==> src/rtl/mini_pkg.sv <==
// Shared defaults and FSM encoding for the mini ROM burst reader.
package mini_pkg;
  localparam int AW_DEF = 8;
  localparam int DW_DEF = 8;
  localparam int LW_DEF = 9;

  typedef enum logic [1:0] {
    IDLE  = 2'd0,
    RUN   = 2'd1,
    DRAIN = 2'd2
  } state_t;
endpackage

==> src/rtl/mini_fifo2.sv <==
// Two-entry output FIFO; push and pop may happen in the same cycle.
module mini_fifo2 #(
  parameter int W = 9
) (
  input  logic         clk,
  input  logic         rst_n,
  input  logic         push,
  input  logic [W-1:0] din,
  input  logic         pop,
  output logic [W-1:0] dout,
  output logic [1:0]   count
);
  logic [1:0][W-1:0] mem_q, mem_d;
  logic              wr_q, wr_d;
  logic              rd_q, rd_d;
  logic [1:0]        cnt_q, cnt_d;
  logic              push_ok, pop_ok;

  assign pop_ok  = pop && (cnt_q != 2'd0);
  assign push_ok = push && ((cnt_q != 2'd2) || pop_ok);

  always_comb begin
    mem_d = mem_q;
    wr_d  = wr_q;
    rd_d  = rd_q;
    if (push_ok) begin
      mem_d[wr_q] = din;
      wr_d        = ~wr_q;
    end
    if (pop_ok) rd_d = ~rd_q;
    cnt_d = cnt_q + 2'(push_ok) - 2'(pop_ok);
  end

  always_ff @(posedge clk) begin
    if (!rst_n) begin
      mem_q <= '0;
      wr_q  <= 1'b0;
      rd_q  <= 1'b0;
      cnt_q <= 2'd0;
    end else begin
      mem_q <= mem_d;
      wr_q  <= wr_d;
      rd_q  <= rd_d;
      cnt_q <= cnt_d;
    end
  end

  assign dout  = mem_q[rd_q];
  assign count = cnt_q;
endmodule

==> src/rtl/mini_rom_reader.sv <==
// Burst reader: issues sequential ROM reads and streams the data out through a
// 2-deep FIFO with valid/ready backpressure.
module mini_rom_reader
  import mini_pkg::*;
#(
  parameter int AW = AW_DEF,
  parameter int DW = DW_DEF,
  parameter int LW = LW_DEF
) (
  input  logic          clk,
  input  logic          rst_n,
  input  logic          start,
  input  logic [AW-1:0] base_addr,
  input  logic [LW-1:0] length,
  output logic          busy,
  output logic          done,
  output logic [AW-1:0] rom_addr,
  input  logic [DW-1:0] rom_dout,
  output logic          m_valid,
  input  logic          m_ready,
  output logic [DW-1:0] m_data,
  output logic          m_last
);
  state_t        state_q, state_d;
  logic [AW-1:0] base_q, base_d;
  logic [LW-1:0] len_q, len_d;
  logic [LW-1:0] cnt_q, cnt_d;
  logic [AW-1:0] addr_q, addr_d;
  logic          infl_q, infl_d;
  logic          infl_last_q, infl_last_d;
  logic          done_q, done_d;

  logic          pop, issue, issue_last;
  logic [2:0]    pending;
  logic [AW-1:0] issue_addr;
  logic [1:0]    fifo_cnt;
  logic [DW:0]   fifo_dout;

  assign pop        = m_valid && m_ready;
  // Beats that will still occupy the FIFO next cycle, before this cycle's issue.
  assign pending    = {1'b0, fifo_cnt} + {2'b00, infl_q} - {2'b00, pop};
  assign issue      = (state_q == RUN) && (pending <= 3'd1);
  assign issue_addr = base_q + AW'(cnt_q);
  assign issue_last = (cnt_q == len_q - LW'(1));

  always_comb begin
    state_d     = state_q;
    base_d      = base_q;
    len_d       = len_q;
    cnt_d       = cnt_q;
    addr_d      = addr_q;
    infl_d      = issue;
    infl_last_d = issue && issue_last;
    done_d      = 1'b0;
    case (state_q)
      IDLE: begin
        if (start) begin
          base_d  = base_addr;
          len_d   = length;
          cnt_d   = '0;
          state_d = (length == '0) ? DRAIN : RUN;
        end
      end
      RUN: begin
        if (issue) begin
          cnt_d  = cnt_q + LW'(1);
          addr_d = issue_addr;
          if (issue_last) state_d = DRAIN;
        end
      end
      DRAIN: begin
        // Finish in the cycle the final beat leaves, so done follows it directly.
        if (!infl_q && ((fifo_cnt == 2'd0) || ((fifo_cnt == 2'd1) && pop))) begin
          state_d = IDLE;
          done_d  = 1'b1;
        end
      end
      default: state_d = IDLE;
    endcase
  end

  always_ff @(posedge clk) begin
    if (!rst_n) begin
      state_q     <= IDLE;
      base_q      <= '0;
      len_q       <= '0;
      cnt_q       <= '0;
      addr_q      <= '0;
      infl_q      <= 1'b0;
      infl_last_q <= 1'b0;
      done_q      <= 1'b0;
    end else begin
      state_q     <= state_d;
      base_q      <= base_d;
      len_q       <= len_d;
      cnt_q       <= cnt_d;
      addr_q      <= addr_d;
      infl_q      <= infl_d;
      infl_last_q <= infl_last_d;
      done_q      <= done_d;
    end
  end

  mini_fifo2 #(.W(DW + 1)) u_fifo (
    .clk   (clk),
    .rst_n (rst_n),
    .push  (infl_q),
    .din   ({infl_last_q, rom_dout}),
    .pop   (pop),
    .dout  (fifo_dout),
    .count (fifo_cnt)
  );

  assign rom_addr = issue ? issue_addr : addr_q;
  assign busy     = (state_q != IDLE);
  assign done     = done_q;
  assign m_valid  = (fifo_cnt != 2'd0);
  assign m_data   = fifo_dout[DW-1:0];
  assign m_last   = fifo_dout[DW];
endmodule

==> config.mk <==
export PLATFORM = sky130hd
export DESIGN_NAME = mini_rom_reader
export DESIGN_NICKNAME = d
export VERILOG_FILES = /design/src/rtl/mini_pkg.sv /design/src/rtl/mini_fifo2.sv /design/src/rtl/mini_rom_reader.sv
export SDC_FILE = /design/constraint.sdc
export NUM_CORES = 1
export LEC_CHECK = 0
export CAP_MARGIN = 20
export CORE_ASPECT_RATIO = 1.2
export CORE_MARGIN = 5
export CORE_UTILIZATION = 24
export CTS_CLUSTER_DIAMETER = 40
export DETAILED_ROUTE_END_ITERATION = 10
export PLACE_DENSITY = 0.48
export SLEW_MARGIN = 0
export SYNTH_ARGS = -nofsm -noshare
export SYNTH_HDL_FRONTEND = slang
export SYNTH_SLANG_ARGS = --single-unit
==> constraint.sdc <==
create_clock -name clk -period 4 [get_ports clk]
set_input_delay 0.8 -clock clk [delete_from_list [all_inputs] [get_ports clk]]
set_output_delay 0.8 -clock clk [all_outputs]
set_load 0.02 [all_outputs]
==> results.ini, run 1 <==
[clock_tree]
holdBufCountCts = 0
clockBufferDepth = 2
insertion_delay_ns = 0.32
cts_tree = done
cts-root-buf = clkbuf_16
cts.sinks = 61
cts_buffers = 9
path_clk_slew_ns = 0.05
h-tree-depth = 3

[logic_synthesis]
synth-xor-area-share = 0.0798
synth-compound-area-share = 0.110
post_synth_num_cell_types = 44
async_flop_share = 0
synth_cells = 356
netlist_area_mm2 = 0.00307
synth_nets = 400
avgSynthCellArea_um2 = 8.63
muxShareOfSynthArea = 0.0986
synthSimpleGateAreaFrac = 0.209
synthAdderAreaFrac = 0.0660
ys_warn_count = 0
synthFlopType = dfxtp_1
synth_top_family_by_area = simple AND/OR/NAND/NOR gates
ys_seq_area_frac = 0.398
synth_edf_count = 0
synth_seq_cells = 61

[global_route]
antenna_found_initial = 0
grt_pass1_wl_um = 12300
grt_use_total = 0.102
grt_pass1_vias = 2598
grt_max_degree = 47
overflow = 0

[sta]
hold_viol_final = 0
slew_violations = 0
max_freq_mhz = 261
setup_ws_ns = 0.172
rsz0062_at_grt = no
worst_pin_slew_ns = 0.814
fin_crit_ns = 3.83
slew_headroom = 0.456
period_share = 0.957
finalSetupViolations = 0
finClkSkew_ns = 0.00737

[layout]
area_growth_pct = 34.3
nets = 463
drive_gt1_frac = 0.154
final_common_cell = dfxtp_1
layout_common_cells = 61 x dfxtp_1, 54 x nand2_1, 41 x nor2_1, 39 x clkdlybuf4s50_1, 32 x a21oi_1
diodes = 0
final_cells = 587

[die]
die_y_um = 134
core_mm2 = 0.0126
start_util = 0.244
std_cell_rows = 45
dieArea_mm2 = 0.0152
io_pins = 49
die_w_um = 113

[worst_setup_path]
critPathSlowestCell = fa_2
path_common_cell = buf_4
cpLargestDelayFamily = adder cells
critPathKind = in -> out
required_ns = 3.20
slowest_delay_ns = 0.44
arrival_ns = 3.03
path_cells = clkbuf_2 -> inv_2 -> a21oi_2 -> ha_1 -> inv_1 -> ha_2 -> fa_2 -> buf_4 -> nor4b_2 -> buf_4 -> mux2_4 -> buf_6
crit_buf_inv = 6
worstSetupEndpointType = output pin
critical_path.max_fanout = 4
cp-start-kind = primary input

[placed_design]
dp_slack_ns = -0.820
routabilityCongestion = 0.746
portBuffers = 48
dp_hpwl_um = 5520
dp.cells = 569

[detailed_routing]
drt-met1-wl_um = 3320
met3RoutedLength_um = 303
vias = 2555
wl_per_cell_um = 12.7
first_pass_iters = 4
met2_length_um = 3730
drc = 0
vias_per_cell = 4.35
antenna_left = 0
drtIter0Drc = 127
drt-total-wl_um = 7450
top_layer_used = met4

[power]
ir_drop_v = 0.000222
p_per_area_mw_per_mm2 = 509
power.leakage_nw = 1.69

[run]
drv_cap = 0

[hold_path]
hp-class = reg -> reg

[run_status]
status = finished, final reports clean

==> synth_stat cells, types with 2 or more instances <==
cell type | number | area share
o31a_1 | 2 | 0.0057
mux2_2 | 10 | 0.037
mux2i_1 | 19 | 0.062
xor2_1 | 10 | 0.029
ha_1 | 13 | 0.053
fa_1 | 2 | 0.013
nor4_1 | 3 | 0.0061
buf_1 | 2 | 0.0024
dfxtp_1 | 61 | 0.40
nand2_1 | 54 | 0.066
nor3_1 | 6 | 0.0098
clkbuf_1 | 9 | 0.011
buf_2 | 2 | 0.0033
o21ai_0 | 8 | 0.013
nor2b_1 | 5 | 0.010
xnor2_1 | 18 | 0.051
nand2b_1 | 2 | 0.0041
nor2_1 | 41 | 0.050
nor3b_1 | 5 | 0.012
inv_1 | 15 | 0.018
nand3_1 | 5 | 0.0081
and2_1 | 8 | 0.016
a21oi_1 | 33 | 0.054
a31oi_1 | 2 | 0.0041
o31ai_1 | 2 | 0.0049
==> flip-flops by register name, indices dropped and copies added, names as in the netlist <==
signal and count:
done 1, len_q 9, u_fifo.count 2, cnt_q 9, infl_last_q 1, infl_q 1
base_q 8, state_q 2, u_fifo.mem_q 18, u_fifo.wr_q 1, addr_q 8, u_fifo.rd_q 1
==> worst reg2reg max path: cells and delay by family (launching register included) <==
| kind | cells | cell delay, ns |
|---|---|---|
| adder cells (fa/ha/maj) | 3 | 0.87 |
| XOR/XNOR | 1 | 0.15 |
| AO/OA/AOI/OAI | 2 | 0.43 |
| AND/OR/NAND/NOR | 3 | 0.40 |
| flip-flops | 1 | 0.41 |
| buffers and inverters | 7 | 0.81 |
==> cell type report <==
class | count | area, µm²
fill | 1356 | 8490
multi-input combinational | 265 | 1770
sequential | 61 | 1220
timing repair buffer | 66 | 592
clock buffer | 14 | 274
tap | 164 | 205
inverter | 16 | 60.1
clock inverter | 1 | 5.00
==> path summary, 6_finish.rpt <==
kind	startpoint	end	slack (ns)	cells after the start
worst max-delay path	m_ready	rom_addr[3]	0.17	12
worst min-delay path	base_q[5]	base_q[5]	0.46	2
worst max register to register	u_fifo.count[1]	cnt_q[5]	0.81	16
worst min register to register	base_q[5]	base_q[5]	0.46	2
==> cell families (layout without fill, tap and decap cells) <==
family	count (synthesis)	after routing
flip-flops	61	61
XOR/XNOR	28	28
AO/OA/AOI/OAI	56	56
AND/OR/NAND/NOR	137	137
buffers and inverters	30	97
multiplexers	29	29
adder cells (fa/ha/maj)	15	15
==> layer usage <==
layer,vias up,global-route usage
met3,5,0.0248
met2,38,0.176
li1,1329,-
met1,1183,0.117
met4,0,0.0481
met5,-,0
==> per-stage QoR <==
stage	total power, W	utilization	instance area, µm²	setup TNS (ns)	hold WS, ns
after floorplan	0.00108	-	3070	0	0.441
after global placement	0.00135	0.302	3810	-5.29	0.453
after detailed placement	0.00136	0.302	3810	-5.70	0.451
after CTS	0.00212	0.326	4120	-0.00502	0.460
after global routing	0.00222	0.327	4130	0	0.481
final	0.00210	0.327	4130	0	0.459
==> where the power goes <==
| part | total (W) | internal, W | switching (W) |
|---|---|---|---|
| clock network | 0.000724 | 0.000465 | 0.000258 |
| registers | 0.000718 | 0.000663 | 0.0000549 |
| logic | 0.000656 | 0.000335 | 0.000321 |
==> repair_timing <==
action | CTS | global route
resized for setup | 48 | 4
hold endpoints to repair | 0 | 0
setup endpoints to repair | 8 | 8
pin swaps | 2 | 1
buffers inserted | 2 | 1
No activity file was read; power rests on OpenSTA's default activity.
==> run 2, diff against run 1 <==
--- a/config.mk
+++ b/config.mk
@@ -9,10 +9,10 @@
 export CORE_ASPECT_RATIO = 1.2
 export CORE_MARGIN = 5
 export CORE_UTILIZATION = 24
-export CTS_CLUSTER_DIAMETER = 40
 export DETAILED_ROUTE_END_ITERATION = 10
 export PLACE_DENSITY = 0.48
 export SLEW_MARGIN = 0
 export SYNTH_ARGS = -nofsm -noshare
 export SYNTH_HDL_FRONTEND = slang
+export SYNTH_HIERARCHICAL = 1
 export SYNTH_SLANG_ARGS = --single-unit
==> results.ini, run 2 <==
[layout]
drive_gt1_frac = 0.131
largest_registers = u_fifo/mem_q x18, cnt_q x9, len_q x9
layout_common_cells = 90 x nand2_1, 61 x dfxtp_1, 39 x clkdlybuf4s50_1, 26 x a21oi_1, 20 x mux2i_1
largest_reg_flops = 18
regMostFlops = u_fifo/mem_q
area_growth_pct = 34.0
final_common_cell = nand2_1
post-route-cell-area_mm2 = 0.00422
nets = 474
diodes = 0

[placed_design]
postPlaceCellArea_mm2 = 0.00383
dp_hpwl_um = 5720
routabilityCongestion = 0.799
portBuffers = 48
dp_slack_ns = -0.680

[worst_setup_path]
critical_path.max_fanout = 3
rr_worst_depth = 11
cp-start-kind = primary input
r2r_start = u_fifo/count[0]
startpoint = m_ready
arrival_ns = 2.97
required_ns = 3.20
critPathKind = in -> out
worstSetupEndpointType = output pin

[logic_synthesis]
synthSimpleGateAreaFrac = 0.219
synthAdderAreaFrac = 0.0643
synth-compound-area-share = 0.112
synth_top_family_by_area = simple AND/OR/NAND/NOR gates
yosysMostFrequentCell = nand2_1
netlist_area_mm2 = 0.00315
avgSynthCellArea_um2 = 8.47
synthFlopType = dfxtp_1
ys_warn_count = 6
synth_nets = 416
synth_top_area_share = 0.388
muxShareOfSynthArea = 0.0993
ys_seq_area_frac = 0.388
synth_seq_cells = 61
synth_edf_count = 0
async_flop_share = 0
synth_area_leaders = dfxtp_1 39%, nand2_1 11%, mux2i_1 6.4%, xnor2_1 5.3%, ha_1 5.2%
synth_top_area_cell = dfxtp_1
post_synth_num_cell_types = 45
ys_top_cells_by_count = 90 x nand2_1, 61 x dfxtp_1, 27 x a21oi_1
synth_cells = 372
synth-xor-area-share = 0.0723

[sta]
slew_headroom = 0.500
worst_pin_slew_ns = 0.750
slew_violations = 0
rsz0062_at_grt = no
fin_crit_ns = 3.77
hold_viol_final = 0
finalSetupViolations = 0
max_freq_mhz = 265
finClkSkew_ns = 0.00803
hold_ws_ns = 0.457
setup_ws_ns = 0.232
period_share = 0.942

[power]
ir_drop_v = 0.000229
p_per_area_mw_per_mm2 = 490
power.leakage_nw = 1.66

[die]
std_cell_rows = 45
dieArea_mm2 = 0.0155
core_mm2 = 0.0128
die_y_um = 136
start_util = 0.247
die_w_um = 115
io_pins = 49

[detailed_routing]
first_pass_iters = 4
drt-total-wl_um = 7590
antenna_left = 0
drtIter0Drc = 121
vias_per_cell = 4.35
vias = 2605
wl_per_cell_um = 12.7
drc = 0

[run_status]
status = finished, final reports clean

[global_route]
grt_pass1_vias = 2667
grt_use_total = 0.105
overflow = 0
grt_pass1_wl_um = 12900
antenna_found_initial = 0
grt_max_degree = 44

[hold_path]
hp-class = reg -> reg
worstHoldPathCells = 2
min_from = u_fifo/mem_q[1]

[clock_tree]
cts_buffers = 9
cts.sinks = 61
insertion_delay_ns = 0.33
clockBufferDepth = 2
h-tree-depth = 3
cts-root-buf = clkbuf_16
cts_tree = done
path_clk_slew_ns = 0.05

[run]
drv_cap = 0

run 2: changes by cell type after synthesis, moves of 3 or more:
cell / before / now
nand2_1: 54 / 90
nor2_1: 41 / 16
a21oi_1: 33 / 27
o21ai_0: 8 / 14
nor3b_1: 5 / 0
o21a_1: 0 / 3
or3_1: 1 / 4
xor2_1: 10 / 7
run 2: critical path, stage by stage:
cell and delay [ns]:
clkbuf_2 0.09, inv_2 0.04, a21oi_2 0.12, ha_1 0.24, inv_1 0.06, ha_2 0.16, fa_2 0.48, nor4_4 0.24
buf_4 0.17, nand2_1 0.05, or3_4 0.33, nand3_2 0.08, buf_6 0.11
run 2: stage by stage:
step                      cells  total power (W)  utilization  setup TNS [ns]
final                       599          0.00207        0.330               0
after global routing        599          0.00219        0.330               0
after CTS                   598          0.00210        0.331               0
after detailed placement    580          0.00119        0.300           -4.90
after global placement      580          0.00118        0.300           -4.74
after floorplan             372          0.00101            -               0
run 2: cells by family after synthesis:
logic type,count (synthesis)
AND/OR/NAND/NOR,149
flip-flops,61
AO/OA/AOI/OAI,60
buffers and inverters,31
multiplexers,30
XOR/XNOR,26
adder cells (fa/ha/maj),15
run 2: power by group:
group / leakage, nW / switching, W / internal (W)
clock: 0.167 / 0.000268 / 0.000624
combinational: 1.00 / 0.000251 / 0.000226
sequential: 0.496 / 0.0000456 / 0.000655
run 2: final timing paths:
kind,to,slack (ns)
hold reg to reg,u_fifo/mem_q[1],0.46
hold / removal,u_fifo/mem_q[1],0.46
setup / recovery,rom_addr[6],0.23
setup reg to reg,cnt_q[7],1.19
run 2: what timing repair did:
action,in CTS,in global routing
hold buffers,0,0
pin swaps,3,3
gates resized for setup,36,2
setup buffers,2,1
setup endpoints to repair,8,8
run 2: layout make-up:
type | instances | area (µm²)
fill | 1323 | 8560
multi-input combinational | 280 | 1820
sequential | 61 | 1220
timing repair buffer | 61 | 572
clock buffer | 12 | 246
tap | 164 | 205
clock inverter | 4 | 95.1
inverter | 17 | 66.3
run 2: layer usage:
metal,vias up,global-route usage,wire length (µm)
met5,-,0,0
met4,0,0.0403,101
met3,9,0.0286,367
met2,45,0.183,3790
met1,1181,0.120,3330
li1,1370,-,-
